## src/rtl/ubit_acc_bi_pkg.sv

```systemverilog
// Shared FSM state encodings for the unary accumulator and the multiplier controllers.
// The multiplier controllers import the same encodings so both sides agree on them.
package ubit_acc_bi_pkg;

    typedef enum logic [1:0] {
        ST_IDLE = 2'd0,
        ST_LOAD = 2'd1,
        ST_RUN  = 2'd2,
        ST_DONE = 2'd3
    } state_e;

endpackage

```

## src/rtl/ubit_acc_bi_frame_cnt.sv

```systemverilog
// BITWIDTH-bit frame counter with synchronous clear, count enable and a terminal count at N-1.
// Other unary stages reuse it for frame timing.
module frame_cnt #(
    parameter int BITWIDTH = 8
) (
    input  logic                clk_i,
    input  logic                rst_ni,
    input  logic                clr_i,
    input  logic                en_i,
    output logic [BITWIDTH-1:0] cnt_o,
    output logic                tc_o
);

    logic [BITWIDTH-1:0] cntQ;
    logic [BITWIDTH-1:0] cntD;

    // Clear has priority over enable; the count wraps to 0 naturally after N-1.
    always_comb begin
        cntD = cntQ;
        if (clr_i) begin
            cntD = '0;
        end else if (en_i) begin
            cntD = cntQ + 1'b1;
        end
    end

    always_ff @(posedge clk_i or negedge rst_ni) begin
        if (!rst_ni) begin
            cntQ <= '0;
        end else begin
            cntQ <= cntD;
        end
    end

    assign cnt_o = cntQ;
    assign tc_o  = (cntQ == {BITWIDTH{1'b1}});

endmodule

```

## src/rtl/ubit_acc_bi.sv

```systemverilog
// Bipolar unary-to-binary accumulator: sequences one 2^BITWIDTH-cycle multiplier frame,
// counts the ones in the product stream and returns C - 2^(BITWIDTH-1) on a valid/ready handshake.
module ubit_acc_bi
    import ubit_acc_bi_pkg::*;
#(
    parameter int BITWIDTH = 8
) (
    input  logic                iClk,
    input  logic                iRstN,
    input  logic                iStart,
    input  logic                iBit,
    input  logic                iReady,
    output logic                oLoadB,
    output logic                oClr,
    output logic                oBusy,
    output logic                oValid,
    output logic [BITWIDTH:0]   oCount,
    output logic [BITWIDTH:0]   oData
);

    localparam logic [BITWIDTH:0] HALF = (BITWIDTH + 1)'(1) << (BITWIDTH - 1);

    state_e              stateQ;
    state_e              stateD;
    logic [BITWIDTH:0]   onesQ;
    logic [BITWIDTH:0]   onesD;
    logic [BITWIDTH:0]   countQ;
    logic [BITWIDTH:0]   countD;
    logic [BITWIDTH:0]   dataQ;
    logic [BITWIDTH:0]   dataD;
    logic [BITWIDTH:0]   onesSum;
    logic [BITWIDTH-1:0] frameCnt;
    logic                frameClr;
    logic                frameEn;
    logic                frameTc;

    frame_cnt #(
        .BITWIDTH (BITWIDTH)
    ) uFrameCnt (
        .clk_i  (iClk),
        .rst_ni (iRstN),
        .clr_i  (frameClr),
        .en_i   (frameEn),
        .cnt_o  (frameCnt),
        .tc_o   (frameTc)
    );

    // The last sample is folded in combinationally so the result captures all N bits.
    assign onesSum = onesQ + {{BITWIDTH{1'b0}}, iBit};

    always_comb begin
        stateD   = stateQ;
        onesD    = onesQ;
        countD   = countQ;
        dataD    = dataQ;
        frameClr = 1'b0;
        frameEn  = 1'b0;
        case (stateQ)
            ST_IDLE: begin
                if (iStart) begin
                    stateD = ST_LOAD;
                end
            end
            ST_LOAD: begin
                frameClr = 1'b1;
                onesD    = '0;
                stateD   = ST_RUN;
            end
            ST_RUN: begin
                frameEn = 1'b1;
                onesD   = onesSum;
                if (frameTc) begin
                    countD = onesSum;
                    dataD  = onesSum - HALF;
                    stateD = ST_DONE;
                end
            end
            ST_DONE: begin
                if (iReady) begin
                    stateD = ST_IDLE;
                end
            end
            default: begin
                stateD = ST_IDLE;
            end
        endcase
    end

    // oData has its own register so its reset value is 0 rather than -2^(BITWIDTH-1).
    always_ff @(posedge iClk or negedge iRstN) begin
        if (!iRstN) begin
            stateQ <= ST_IDLE;
            onesQ  <= '0;
            countQ <= '0;
            dataQ  <= '0;
        end else begin
            stateQ <= stateD;
            onesQ  <= onesD;
            countQ <= countD;
            dataQ  <= dataD;
        end
    end

    assign oLoadB = (stateQ == ST_LOAD);
    assign oClr   = (stateQ == ST_LOAD);
    assign oBusy  = (stateQ == ST_LOAD) || (stateQ == ST_RUN);
    assign oValid = (stateQ == ST_DONE);
    assign oCount = countQ;
    assign oData  = dataQ;

    logic unusedFrameCnt;
    assign unusedFrameCnt = ^frameCnt;

endmodule

```

## config.mk

```make
export PLATFORM = sky130hd
export DESIGN_NAME = ubit_acc_bi
export DESIGN_NICKNAME = d
export VERILOG_FILES = /design/src/rtl/ubit_acc_bi_pkg.sv /design/src/rtl/ubit_acc_bi_frame_cnt.sv /design/src/rtl/ubit_acc_bi.sv
export SDC_FILE = /design/constraint.sdc
export NUM_CORES = 1
export LEC_CHECK = 0
export CORE_MARGIN = 2
export CORE_UTILIZATION = 59
export CTS_BUF_LIST = sky130_fd_sc_hd__clkbuf_2
export DETAILED_ROUTE_END_ITERATION = 12
export GPL_TIMING_DRIVEN = 1
export PLACE_DENSITY_LB_ADDON = 0.1
export SETUP_SLACK_MARGIN = 0.1
export SLEW_MARGIN = 20
export SYNTH_ARGS = -nofsm -noshare
export SYNTH_HDL_FRONTEND = slang
export SYNTH_SLANG_ARGS = --single-unit
```

## constraint.sdc

```tcl
create_clock -name iClk -period 4.4 [get_ports iClk]
set_input_delay 1.32 -clock iClk [delete_from_list [all_inputs] [get_ports iClk]]
set_output_delay 1.32 -clock iClk [all_outputs]
set_load 0.01 [all_outputs]
```

==> run_results.csv <==
group,metric,value,unit
detailed_routing,wl_met1,1.26,mm
power_and_ir_drop,max-vdd-ir-drop,0.240,mV
floorplan,rows,18,
clocking,cts.sinks,30,
global_routing,grt_pass1_vias,1175,
setup_path,crit_arrival,2.19,ns
global_routing,antenna_found_initial,0,
setup_path,worstSetupEndpointType,"primary output",
timing,rsz0062_at_grt,"false",
setup_path,worstSetupStartpointType,"flip-flop",
synth,postSynth.asyncResetShare,100,%
place,dpl.cell_count,203,
setup_path,critPathRequiredTime,3.08,ns
synth,synthCells,159,
floorplan,die_y,55.9,microns
synth,synth_area,1590,sq um
synth,synth-edff-count,0,
layout,drive_gt1_share,7.18,%
detailed_routing,wl_met2,1.51,mm
setup_path,cpMaxStageDelayCell,"ha_1",
synth,ys_warn_count,0,
layout,antenna_cells,0,
timing,drv_slew,0,
clocking,post-cts-setup-buffers,0,
setup_path,crit_family,"buffers and inverters",
timing,timing.slew.headroom,59.6,%
clocking,root_buffer,"clkbuf_2",
synth,seq_area_frac_synth,47.3,%
synth,ys.flop_type,"dfrtp_1",
timing,finClkSkew,0.0107,ns
detailed_routing,ant_nets,0,
layout,area_growth,15.4,%
detailed_routing,wl_met3,118,microns
clocking,cts_tree,"yes",
floorplan,core_area,2520,sq um
timing,max_freq,285,MHz
global_routing,grt_max_degree,31,
status,status,"finished, final reports clean",
synth,syn-num-nets,171,
clocking,ctsResizeCount,0,
clocking,cts_made_buffers,5,
timing,hold_violations,0,
floorplan,dieArea,3120,sq um
floorplan,die-width,55.9,microns
timing,period_minus_slack,3.51,ns
setup_path,cp.depth,3,
clocking,cts.hold.buffers_added,0,
layout,fillerInstances,200,
synth,yosysUniqueCellTypes,35,
setup_path,cp_max_fo,21,
global_routing,grtUsageTotal,21.4,%
synth,yosys.area_share.simple,14.4,%
setup_path,reg2reg_slack,2.16,ns
clocking,clk_path_buf_depth,2,
detailed_routing,wl,2.96,mm
floorplan,boundaryPins,27,
place,hpwl,2.04,mm
power_and_ir_drop,powerDensity,312,nW/um^2
global_routing,grt_pass1_wl,5.16,mm
layout,nNetsFinal,192,
setup_path,cp_cell_sequence,"inv_1 -> ha_1 -> clkdlybuf4s50_1",
place,gp_congestion,0.754,
synth,synthXorXnorAreaFrac,3.86,%
synth,synthMuxAreaShare,2.68,%
synth,avgSynthCellArea,9.98,sq um
power_and_ir_drop,p_leak,0.874,nW
setup_path,critPathMaxStageDelay,0.68,ns
flow_run,max-cap-violations,0,
setup_path,criticalPathCategory,"flip-flop to primary output",
detailed_routing,first_iter_violations,19,
timing,setup_viol_count_final,0,
layout,instances_no_fill,211,
detailed_routing,drc,0,
place,port_buffers,26,
setup_path,reg2regPathDepth,6,
clocking,worstSkewPairLatency,0.38,ns
setup_path,crit_end,"oBusy",
timing,finalSetupTns,0,ns
synth,synth_top_family_by_area,"compound AO/OA/AOI/OAI gates",
detailed_routing,via_per_inst,5.82,
setup_path,path_buf_inv,2,
timing,tightest_slew,0.606,ns
detailed_routing,wire_per_inst,14.0,microns
floorplan,start_util,62.9,%
detailed_routing,vias,1228,
synth,synth-compound-area-share,17.7,%
global_routing,grt_overflow,0,
setup_path,r2r_start,"stateQ[0]",
clocking,cts-htree-levels,2,
timing,period_share,79.8,%
clocking,clk_pin_slew_worst_paths,0.15,ns
synth,synth_fa_ha_area_share,5.52,%
setup_path,r2r_end,"onesQ[8]",
synth,synth_seq_cells,30,
detailed_routing,top_layer_used,"met4",
detailed_routing,dr.pass1.iters,4,
worst_hold_path,min_path_type,"flip-flop to flip-flop",
setup_path,worstSetupStartpoint,"stateQ[0]",
[where the power goes]
part	internal, mW	leakage (nW)	switching, mW	total (mW)
Clock	0.0338	0.0255	0.0983	0.132
Sequential	0.303	0.350	0.0378	0.341
Combinational	0.0519	0.498	0.0457	0.0976
[cell type report]
| cell class | count | area, sq um | share of cell area (%) |
|---|---|---|---|
| flip-flops and latches | 30 | 751 | 41.0 |
| well taps | 30 | 37.5 | 2.05 |
| repair buffers | 27 | 268 | 14.6 |
| clock inverters | 3 | 11.3 | 0.615 |
| inverters | 10 | 37.5 | 2.05 |
| clock buffers | 5 | 25.0 | 1.37 |
| multi-input cells | 106 | 701 | 38.3 |
[placed cells by master (no fill, tap or decap), drive strengths merged]
master,n
mux2,2
o2bb2ai,1
xnor2,5
o31ai,3
o21ai,18
o21a,1
nand2b,2
o211a,1
dfrtp,30
nand3b,1
a211oi,2
nor3,5
clkinv,3
nor2,6
ha,7
and3,2
or3,1
and4,1
a21oi,6
nand3,10
nand2,14
a21o,5
a221o,1
inv,10
clkdlybuf4s50,26
a31oi,2
buf,1
or4,1
mux2i,2
nand4,1
a22o,4
clkbuf,5
xor2,2
[sequential cells by signal, summed over array words and instances (netlist names)]
name	count
oCount	9
onesQ	9
uFrameCnt.cnt_o	8
oData	2
stateQ	2
[cells in the mapped netlist (3+ instances only)]
library cell,count,share of area [%]
a22o_1,3,1.7
nor3_1,5,1.6
nand2_1,14,3.3
dfrtp_1,30,47
o21ai_0,18,5.7
a21o_1,5,2.4
xnor2_1,5,2.8
o31ai_1,3,1.4
ha_1,7,5.5
a21oi_1,6,1.9
nor2_1,6,1.4
inv_1,10,2.4
buf_4,8,3.8
nand3_1,9,2.8
[routing by layer]
metal  vias up  track usage, %
li1        594               -
met1       596            24.5
met2        28            37.1
met3        10            5.12
met4         0            10.9
met5         -               0
[logic make-up after synthesis]
family                     after synthesis
AOI/OAI and AO/OA                       44
DFF                                     30
and+or+nand+nor                         44
xor gates and xnor gates                 7
muxes                                    4
buffers and inverters                   23
adders and majority gates                7
[metrics by stage]
stage,hold WS [ns],power (mW),cell area (sq um),worst slack [ns],utilization (%)
floorplan,0.463,0.411,1590,1.84,-
global placement,0.460,0.437,1790,1.31,71.1
detailed placement,0.469,0.444,1790,1.20,71.1
CTS,0.502,0.572,1830,0.908,72.6
global route,0.526,0.604,1830,0.758,72.6
finish,0.495,0.571,1830,0.890,72.6
[how the worst min path moves through the flow]
| stage | startpoint | end | slack (ns) | cells after the start |
|---|---|---|---|---|
| CTS | oCount[8] | oCount[8] | 0.50 | 1 |
| finish | oCount[8] | oCount[8] | 0.50 | 1 |
| global placement | oData[7] | oData[7] | 0.46 | 1 |
| global route | oCount[8] | oCount[8] | 0.53 | 1 |
| detailed placement | oCount[8] | oCount[8] | 0.47 | 1 |
| floorplan | uFrameCnt.cnt_o[6] | uFrameCnt.cnt_o[6] | 0.46 | 1 |
No activity file was read; power rests on OpenSTA's default activity.
